$ cat config.mk
export PLATFORM = sky130hd
export DESIGN_NAME = hilo_unit_flat
export DESIGN_NICKNAME = d
export VERILOG_FILES = /design/src/rtl/hilo_if.sv /design/src/rtl/hilo_unit.sv /design/src/flat_wrapper.sv
export SDC_FILE = /design/constraint.sdc
export NUM_CORES = 1
export LEC_CHECK = 0
export ABC_AREA = 1
export CORE_AREA = 2 2 154 156
export DETAILED_ROUTE_END_ITERATION = 8
export DIE_AREA = 0 0 156 158
export GPL_ROUTABILITY_DRIVEN = 0
export PLACE_DENSITY = 0.69
export SLEW_MARGIN = 20
export SYNTH_ARGS = -nofsm -noshare
export SYNTH_HDL_FRONTEND = slang
export SYNTH_SLANG_ARGS = --single-unit
$ cat constraint.sdc
create_clock -name clk -period 9.9 [get_ports clk]
set_clock_uncertainty 0.1 [all_clocks]
set_input_delay 2.97 -clock clk [delete_from_list [all_inputs] [get_ports clk]]
set_output_delay 2.97 -clock clk [all_outputs]
set_load 0.01 [all_outputs]
$ cat src/rtl/hilo_if.sv
// HILO write-pipeline bus between the EX/MEM control and the HILO unit.
interface hilo_if #(
  parameter int unsigned HALF_W = 32
);
  localparam int unsigned HILO_W = 2 * HALF_W;

  logic              ex_valid;
  logic              ex_wr_hi;
  logic              ex_wr_lo;
  logic [HILO_W-1:0] ex_hilo;
  logic              ex_md_busy;
  logic              stall_m;
  logic              flush_m;
  logic [HILO_W-1:0] hilo_fwd;
  logic [HILO_W-1:0] hilo_arch;
  logic              m_pending;

  modport master (
    output ex_valid, ex_wr_hi, ex_wr_lo, ex_hilo, ex_md_busy, stall_m, flush_m,
    input  hilo_fwd, hilo_arch, m_pending
  );

  modport slave (
    input  ex_valid, ex_wr_hi, ex_wr_lo, ex_hilo, ex_md_busy, stall_m, flush_m,
    output hilo_fwd, hilo_arch, m_pending
  );
endinterface

$ cat src/rtl/hilo_unit.sv
// HI/LO register file with MEM and WB staging and per-half forwarding.
module hilo_unit #(
  parameter int unsigned HALF_W = 32
) (
  input  logic    clk,
  input  logic    rst,
  hilo_if.slave   bus
);
  localparam int unsigned HILO_W = 2 * HALF_W;

  logic              r_m_valid;
  logic              r_m_wr_hi;
  logic              r_m_wr_lo;
  logic [HILO_W-1:0] r_m_data;
  logic              r_w_valid;
  logic              r_w_wr_hi;
  logic              r_w_wr_lo;
  logic [HILO_W-1:0] r_w_data;
  logic [HALF_W-1:0] r_arch_hi;
  logic [HALF_W-1:0] r_arch_lo;

  logic              w_capture;
  logic [HALF_W-1:0] w_fwd_hi;
  logic [HALF_W-1:0] w_fwd_lo;

  assign w_capture = bus.ex_valid & ~bus.ex_md_busy & (bus.ex_wr_hi | bus.ex_wr_lo);

  // Pipeline levels; flush kills only M, and either stall or flush feeds W a bubble.
  always_ff @(posedge clk) begin
    if (!rst) begin
      r_m_valid <= 1'b0;
      r_w_valid <= 1'b0;
      r_arch_hi <= '0;
      r_arch_lo <= '0;
    end else begin
      if (bus.flush_m) begin
        r_m_valid <= 1'b0;
      end else if (!bus.stall_m) begin
        r_m_valid <= w_capture;
        r_m_wr_hi <= bus.ex_wr_hi;
        r_m_wr_lo <= bus.ex_wr_lo;
        r_m_data  <= bus.ex_hilo;
      end

      if (bus.stall_m || bus.flush_m) begin
        r_w_valid <= 1'b0;
      end else begin
        r_w_valid <= r_m_valid;
        r_w_wr_hi <= r_m_wr_hi;
        r_w_wr_lo <= r_m_wr_lo;
        r_w_data  <= r_m_data;
      end

      if (r_w_valid && r_w_wr_hi) r_arch_hi <= r_w_data[HILO_W-1:HALF_W];
      if (r_w_valid && r_w_wr_lo) r_arch_lo <= r_w_data[HALF_W-1:0];
    end
  end

  // Youngest valid writer of each half wins.
  always_comb begin
    w_fwd_hi = r_arch_hi;
    w_fwd_lo = r_arch_lo;
    if (r_m_valid && r_m_wr_hi)      w_fwd_hi = r_m_data[HILO_W-1:HALF_W];
    else if (r_w_valid && r_w_wr_hi) w_fwd_hi = r_w_data[HILO_W-1:HALF_W];
    if (r_m_valid && r_m_wr_lo)      w_fwd_lo = r_m_data[HALF_W-1:0];
    else if (r_w_valid && r_w_wr_lo) w_fwd_lo = r_w_data[HALF_W-1:0];
  end

  assign bus.hilo_fwd  = {w_fwd_hi, w_fwd_lo};
  assign bus.hilo_arch = {r_arch_hi, r_arch_lo};
  assign bus.m_pending = r_m_valid | r_w_valid;
endmodule

$ cat src/flat_wrapper.sv
// flat-port wrapper written by rule: the top's interface ports become plain ports
module hilo_unit_flat 
#(
  parameter int unsigned HALF_W = 32
)
  (clk, rst, bus_ex_valid, bus_ex_wr_hi, bus_ex_wr_lo, bus_ex_hilo, bus_ex_md_busy, bus_stall_m, bus_flush_m, bus_hilo_fwd, bus_hilo_arch, bus_m_pending);
  hilo_if #(.HALF_W(HALF_W)) bus_i ();
  input  logic clk;
  input  logic rst;
  input wire logic [$bits(bus_i.ex_valid)-1:0] bus_ex_valid;
  input wire logic [$bits(bus_i.ex_wr_hi)-1:0] bus_ex_wr_hi;
  input wire logic [$bits(bus_i.ex_wr_lo)-1:0] bus_ex_wr_lo;
  input wire logic [$bits(bus_i.ex_hilo)-1:0] bus_ex_hilo;
  input wire logic [$bits(bus_i.ex_md_busy)-1:0] bus_ex_md_busy;
  input wire logic [$bits(bus_i.stall_m)-1:0] bus_stall_m;
  input wire logic [$bits(bus_i.flush_m)-1:0] bus_flush_m;
  output wire logic [$bits(bus_i.hilo_fwd)-1:0] bus_hilo_fwd;
  output wire logic [$bits(bus_i.hilo_arch)-1:0] bus_hilo_arch;
  output wire logic [$bits(bus_i.m_pending)-1:0] bus_m_pending;
  assign bus_i.ex_valid = bus_ex_valid;
  assign bus_i.ex_wr_hi = bus_ex_wr_hi;
  assign bus_i.ex_wr_lo = bus_ex_wr_lo;
  assign bus_i.ex_hilo = bus_ex_hilo;
  assign bus_i.ex_md_busy = bus_ex_md_busy;
  assign bus_i.stall_m = bus_stall_m;
  assign bus_i.flush_m = bus_flush_m;
  assign bus_hilo_fwd = bus_i.hilo_fwd;
  assign bus_hilo_arch = bus_i.hilo_arch;
  assign bus_m_pending = bus_i.m_pending;
  hilo_unit #(.HALF_W(HALF_W)) u_core (.clk(clk), .rst(rst), .bus(bus_i));
endmodule
=== Yosys cells after proc, flatten, opt, wreduce, memory -nomap -nowiden ===
Cells that the tools add are included.

* Flip-flop bits (word level): 198
* Input port bits: 72
* Output and inout bits: 129
* Word-level logic and storage cells: 32

* Muxes and demuxes: 4
* Bitwise logic cells: 9
* Reduce and logical (&&, ||, !) cells: 9

{| class="wikitable"
|+ Operators by type and width
! cell !! count
|-
| $mux W32 || 4
|-
| $not A1 Y1 || 5
|-
| $logic_and A1 B1 Y1 || 4
|-
| $reduce_or A2 Y1 || 2
|-
| $reduce_and A3 Y1 || 1
|-
| $and A1 B1 Y1 || 2
|-
| $or A1 B1 Y1 || 2
|-
| $reduce_and A2 Y1 || 1
|-
| $logic_or A1 B1 Y1 || 1
|}

=== Depth between registers and ports, before layout ===
Gate-level depths: netlist (run 1).

* Depth after elaboration: 3
* Mapped depth: 6
* Mapped depth without buffers: 4

=== Least setup slack after synthesis (run 1) ===
Ideal clock, no wire load.

* Path type: input to register
* Start point: input port rst
* End point: register u_core.r_m_data[0] (enable)
* Setup time: 0.626 ns
* Arrival time: 8.682 ns
* Required time: 9.174 ns
* Setup slack: 0.492 ns
* Cell stages on the path: 4
* Path buffers: 0
* Path through: inv_1 -> nor2_1 -> inv_1 -> nor2_1

* Longest elaborated chain between the ends: 1

{| class="wikitable"
|+ Ends and longest elaborated chain
! what !! RTL line !! RTL
|-
| from (decl) || flat_wrapper.sv:9 || <nowiki>input logic rst;</nowiki>
|-
| $reduce_and A3 Y1 (no line) || n/a ||
|-
| to (signal assigned) || hilo_unit.sv:42 || <nowiki>r_m_data <= bus.ex_hilo;</nowiki>
|-
| to (decl) || hilo_unit.sv:14 || <nowiki>logic [HILO_W-1:0] r_m_data;</nowiki>
|}

Every way passes these cells.
A chain may end at the register's enable or synchronous reset.

=== Worst setup path in the final report (run 1) ===
* Start point: register u_core.r_w_valid
* End point: output port bus_hilo_fwd[44]

* Longest elaborated chain between the ends: 3

{| class="wikitable"
|+ Ends and longest elaborated chain
! what !! RTL line !! RTL
|-
| from (decl) || hilo_unit.sv:15 || <nowiki>logic r_w_valid;</nowiki>
|-
| from (signal assigned) || hilo_unit.sv:48 || <nowiki>r_w_valid <= r_m_valid;</nowiki>
|-
| $logic_and A1 B1 Y1 || hilo_unit.sv:64 || <nowiki>else if (r_w_valid && r_w_wr_hi) w_fwd_hi = r_w_data[HILO_W-1:HALF_W];</nowiki>
|-
| $mux W32 || hilo_unit.sv:64 ||
|-
| $mux W32 || hilo_unit.sv:63 || <nowiki>if (r_m_valid && r_m_wr_hi) w_fwd_hi = r_m_data[HILO_W-1:HALF_W];</nowiki>
|-
| to (decl) || flat_wrapper.sv:17 || <nowiki>output wire logic [$bits(bus_i.hilo_fwd)-1:0] bus_hilo_fwd;</nowiki>
|}

Every way passes these cells.

==> qor.yml, run 1 <==
route:
  dr.pass1.iters: 4
  wl_um: 19400
  drtIter0Drc: 315
  route.vias.total: 5938
  wl_per_cell_um: 14.6
  via_per_inst: 4.47
  drtAntennaViolNets: 0
  drc_errors: 0
power:
  seqPwrFrac_pct: 55.6
  netSwitchingFraction_pct: 20.7
  powerDensity_nw_per_um2: 153
  combPwrFrac_pct: 4.9
  internal-power_mw: 1.30
  cellLeakagePower_nw: 4.40
  ir_worst_vdd_v: 0.0000982
  p_sw_mw: 0.339
  pwr-share-clk_pct: 39.5
sta:
  rsz0062_at_grt: "false"
  slew_violations: 0
  final_hold_viol_count: 0
  tns_ns: 0
  worst_pin_slew_ns: 0.811
  period_share_pct: 57.4
  setup_viol: 0
  min_period_ns: 5.68
  fmax_mhz: 176
  slew_headroom_pct: 45.8
synthesis:
  avgSynthCellArea_um2: 9.49
  ys_ff_latch: 198
  syn_inst: 837
  synth_cell_types: 14
  synth-adder-area-share_pct: 0
  seq_area_frac_synth_pct: 66.6
  synth_mux_area_share_pct: 0
  synth_top_family_by_area: "simple AND/OR/NAND/NOR gates"
  synth_compound_area_share_pct: 0.0630
  synthesis.area_um2: 7940
  yosys_warnings: 0
  synth_xor_area_share_pct: 0
  syn_nets: 909
  yosys.area_share.simple_pct: 23.9
die:
  pin_count: 201
  fp-row-count: 56
  core_area_um2: 23100
  start_util_pct: 34.4
  die_h_um: 158
  dieWidth_um: 156
  dieArea_um2: 24600
grt:
  antenna_found_initial: 0
  grt_usage_pct: 15.9
  grt_pass1_wl_um: 30100
  grt_pass1_vias: 5907
  grt_max_degree: 106
  grt_overflow: 0
critical_path:
  crit_path_start_kind: "flip-flop"
  crit_path_end: "bus_hilo_fwd[44]"
  path_class: "flip-flop to output port"
  crit_chain: "nand2_2 -> nand2_1 -> nand3_1 -> nand2_1 -> clkdlybuf4s50_1"
  r2r-end: "u_core.r_arch_hi[31]$_SDFF_PN0_"
  crit_cells: 5
  slowest_delay_ns: 0.67
  cp.required_ns: 6.83
  critPathBufInv: 1
  arrival_ns: 2.61
  critPathMaxFanout: 32
  worstRegToRegCells: 4
  critPathTopFamily: "simple AND/OR/NAND/NOR gates"
  crit_start: "u_core.r_w_valid$_SDFF_PP0_"
  crit_slowest_cell: "dfxtp_2"
  r2r_setup_slack_ns: 8.03
  rr_startpoint: "u_core.r_w_valid$_SDFF_PP0_"
  cp_common_cell: "nand2_1"
  crit_path_end_kind: "output port"
cts:
  cts-resized-gates: 0
  htree_levels: 4
  insertion_delay_ns: 0.42
  cts_setup_buffers: 0
  root_buffer: "clkbuf_16"
  cts_tree: "built"
  clockBufferDepth: 2
  cts.sinks: 198
  cts_buffers: 17
  postCtsHoldBufs: 0
  cts.clk_slew.worst_paths_ns: 0.07
hold_path:
  hold_path.class: "flip-flop to flip-flop"
final_layout:
  final_common_cell: "nand2_1"
  antennaDiodeCount: 0
  nets: 1096
  post_route_cells_drive_above_1_share_pct: 3.76
  multi_input_area_um2: 1910
  regArea_um2: 5290
  postLayoutCellArea_um2: 10700
  final_cell_mix: "263 x nand2_1, 200 x clkdlybuf4s50_1, 134 x inv_1, 132 x edfxtp_1, 128 x nand3_1"
  nFillCells: 2156
  area_growth_pct: 34.6
placement:
  post-dp-hpwl_um: 12400
  place_area_um2: 10100
  portBuffers: 200
status:
  status: "finished clean"
job:
  drv_cap: 0
## cell usage after synthesis
cell / number / area share [%]
buf_6: 6 / 0.85
nor3_1: 1 / 0.063
nand3_1: 128 / 8.1
nand2_1: 264 / 12
buf_4: 3 / 0.28
buf_2: 28 / 1.8
or2_2: 1 / 0.079
clkbuf_1: 3 / 0.14
inv_2: 2 / 0.095
inv_1: 135 / 6.4
dfxtp_1: 66 / 17
edfxtp_1: 132 / 50
a21oi_1: 1 / 0.063
nor2_1: 67 / 3.2
## logic make-up after synthesis
logic type	Yosys count
AO/OA/AOI/OAI	1
buffers and inverters	177
flip-flops	198
AND/OR/NAND/NOR	461
## through the flow
step	std cells	power [mW]	hold WS (ns)	setup WS [ns]	utilization (%)
6_report	1327	1.64	0.349	4.22	46.4
2_1_floorplan	837	0.957	0.327	0.492	-
4_1_cts	1327	1.66	0.347	4.15	46.4
5_1_grt	1327	1.70	0.354	3.98	46.4
3_3_place_gp	1295	1.01	0.328	3.98	44.0
3_5_place_dp	1295	1.01	0.332	3.96	44.0
## registers in the layout, summed over array words and instances, names as in the netlist
register,flops
u_core.r_arch_lo,32
u_core.r_w_valid,1
u_core.r_m_wr_hi,1
u_core.r_m_data,64
u_core.r_w_data,64
u_core.r_m_wr_lo,1
u_core.r_m_valid,1
u_core.r_w_wr_lo,1
u_core.r_arch_hi,32
u_core.r_w_wr_hi,1
## power groups by stage
stage          Sequential, mW  Clock, mW  Combinational [mW]
2_1_floorplan           0.929          0              0.0276
3_3_place_gp            0.927          0              0.0810
3_5_place_dp            0.928          0              0.0817
4_1_cts                 0.910      0.668              0.0821
5_1_grt                 0.911      0.697              0.0875
6_report                0.910      0.647              0.0805
## worst min-delay path by stage
stage                             startpoint  slack [ns]                       endpoint  cells after the start
6_report       u_core.r_m_data[28]$_DFFE_PP_        0.35  u_core.r_w_data[28]$_DFFE_PP_                      0
5_1_grt        u_core.r_m_data[27]$_DFFE_PP_        0.35  u_core.r_w_data[27]$_DFFE_PP_                      0
4_1_cts        u_core.r_m_data[46]$_DFFE_PP_        0.35  u_core.r_w_data[46]$_DFFE_PP_                      0
3_5_place_dp    u_core.r_m_data[8]$_DFFE_PP_        0.33   u_core.r_w_data[8]$_DFFE_PP_                      0
3_3_place_gp   u_core.r_m_data[28]$_DFFE_PP_        0.33  u_core.r_w_data[28]$_DFFE_PP_                      0
2_1_floorplan   u_core.r_m_data[0]$_DFFE_PP_        0.33   u_core.r_w_data[0]$_DFFE_PP_                      0
## metal layers
metal / vias to the layer above / share of wire (%) / track usage, % / wire [um]
met5: - / 0 / 0 / 0
met4: 0 / 1.2 / 4.50 / 238
met3: 19 / 7.0 / 4.90 / 1350
met2: 172 / 48 / 27.4 / 9350
met1: 2744 / 44 / 19.3 / 8490
li1: 3003 / - / - / -
## layout make-up
cell class              count  share of cell area, %
well taps                 290                   3.40
inverters                 137                   4.81
multi-input cells         462                   17.9
flip-flops and latches    198                   49.5
clock buffers              24                   4.32
repair buffers            208                   19.4
clock inverters             8                  0.714
## worst register-to-register path: stages, from the launching register on
cell     delay (ns)
dfxtp_2        0.67
buf_4          0.57
nand3_1        0.26
nand2_1        0.09
nor2_1         0.04
(Power assumes the default switching activity.)
==> inputs of run 2 (changes only) <==
==> constraint.sdc (replaced) <==
create_clock -name clk -period 5.6 [get_ports clk]
set_clock_uncertainty 0.1 [all_clocks]
set_input_delay 1.68 -clock clk [delete_from_list [all_inputs] [get_ports clk]]
set_output_delay 1.68 -clock clk [all_outputs]
set_load 0.01 [all_outputs]
==> run 2 against run 1 <==
- critical path depth unchanged
- clock-buffer cell count down 1
- critical endpoint is now bus_hilo_fwd[32]
- register-to-register slack worse by 4.3 ns
- power up 77%
- critical path type unchanged
- final area up 0.39%
- clock power up 78%
- non-clock buffer count up 3
- sequential share of layout area down 0.19 points
==> qor.yml, run 2 (synthesized netlist as in run 1, its figures left out) <==
grt:
  grt_pass1_vias: 6007
  grt_usage_pct: 16.0
  antenna_found_initial: 0
  grt_pass1_wl_um: 30500
  grt_max_degree: 65
  grt_overflow: 0
die:
  core_area_um2: 23100
  dieWidth_um: 156
  die_h_um: 158
  start_util_pct: 34.4
  pin_count: 201
  dieArea_um2: 24600
  fp-row-count: 56
sta:
  final_hold_viol_count: 0
  whs_ns: 0.348
  setup_slack_ns: 1.24
  worst_pin_slew_ns: 0.800
  min_period_ns: 4.36
  setup_viol: 0
  slew_headroom_pct: 46.6
  slew_violations: 0
  tns_ns: 0
  rsz0062_at_grt: "false"
  period_share_pct: 77.9
  fmax_mhz: 229
critical_path:
  crit_slowest_cell: "dfxtp_2"
  path_class: "flip-flop to output port"
  slowest_delay_ns: 0.83
  crit_path_end_kind: "output port"
  crit_chain: "buf_4 -> nand3_1 -> nand3_1 -> nand2_1 -> clkdlybuf4s50_1"
  rr_startpoint: "u_core.r_w_valid$_SDFF_PP0_"
  critPathTopFamily: "buffers and inverters"
  arrival_ns: 2.58
  critPathBufInv: 2
  cp_common_cell: "nand3_1"
  r2r_setup_slack_ns: 3.72
  critPathMaxFanout: 36
  cp.required_ns: 3.82
  worstRegToRegCells: 4
  crit_path_start_kind: "flip-flop"
  r2r-end: "u_core.r_arch_hi[2]$_SDFF_PN0_"
route:
  dr_wl_met2_um: 8920
  wl_per_cell_um: 14.5
  wl_um: 19200
  drtIter0Drc: 322
  wirelength_met1_um: 8630
  drc_errors: 0
  dr.pass1.iters: 4
  highest_layer: "met4"
  drtAntennaViolNets: 0
  route.met3.wl_um: 1360
  via_per_inst: 4.51
  route.vias.total: 6000
power:
  cellLeakagePower_nw: 4.43
  finalPower_mw: 2.90
  powerDensity_nw_per_um2: 270
  ir_worst_vdd_v: 0.000169
final_layout:
  postLayoutCellArea_um2: 10700
  final_cells: 1330
  final_common_cell: "nand2_1"
  antennaDiodeCount: 0
  final_cell_mix: "264 x nand2_1, 200 x clkdlybuf4s50_1, 134 x inv_1, 132 x edfxtp_1, 128 x nand3_1"
  post-route-util_pct: 46.5
  post_route_cells_drive_above_1_share_pct: 4.42
  largest_registers: "u_core.r_m_data: 64 flops, u_core.r_w_data: 64 flops"
  area_growth_pct: 35.1
  nets: 1099
placement:
  dp_cells: 1298
  post-dp-hpwl_um: 12700
  place_area_um2: 10200
  portBuffers: 200
  place_ws_ns: 1.65
status:
  status: "finished clean"
cts:
  htree_levels: 4
  cts.clk_slew.worst_paths_ns: 0.07
  clockBufferDepth: 2
  postCtsHoldBufs: 0
  cts.sinks: 198
  cts_buffers: 17
  cts-resized-gates: 0
  insertion_delay_ns: 0.42
  root_buffer: "clkbuf_16"
  cts_tree: "built"
  cts_setup_buffers: 0
hold_path:
  min_from: "u_core.r_m_data[59]$_DFFE_PP_"
  hold_end: "u_core.r_w_data[59]$_DFFE_PP_"
  hold_path.class: "flip-flop to flip-flop"
  hold_depth: 0
job:
  drv_cap: 0
## run 2: layer usage
metal  global-route usage (%)  up-vias
li1                         -     3005
met3                     5.28       21
met4                     4.72        0
met1                     19.5     2792
met2                     27.1      182
met5                        0        -
## run 2: power by group
group	switching [mW]	internal, mW	total [mW]
clock	0.535	0.611	1.15
combinational	0.0671	0.0758	0.143
sequential	0.0148	1.59	1.61
total	0.616	2.28	2.90
## run 2: how the worst max path moves through the flow
stage	from	to	slack [ns]	depth (start not counted)
2_1_floorplan	rst	u_core.r_m_data[0]$_DFFE_PP_	1.24	4
3_3_place_gp	u_core.r_w_valid$_SDFF_PP0_	bus_hilo_fwd[10]	1.67	5
3_5_place_dp	u_core.r_w_valid$_SDFF_PP0_	bus_hilo_fwd[10]	1.65	5
4_1_cts	u_core.r_w_valid$_SDFF_PP0_	bus_hilo_fwd[10]	1.18	5
5_1_grt	u_core.r_w_valid$_SDFF_PP0_	bus_hilo_fwd[63]	1.06	5
6_report	u_core.r_w_valid$_SDFF_PP0_	bus_hilo_fwd[32]	1.24	5
## run 2: final cells by class
cell class                      count  area, um2
Clock buffer                       23        478
Clock inverter                      9       68.8
Fill cell                        2167      12300
Inverter                          137        514
Multi-Input combinational cell    462       1910
Sequential cell                   198       5290
Tap cell                          290        363
Timing Repair Buffer              211       2110
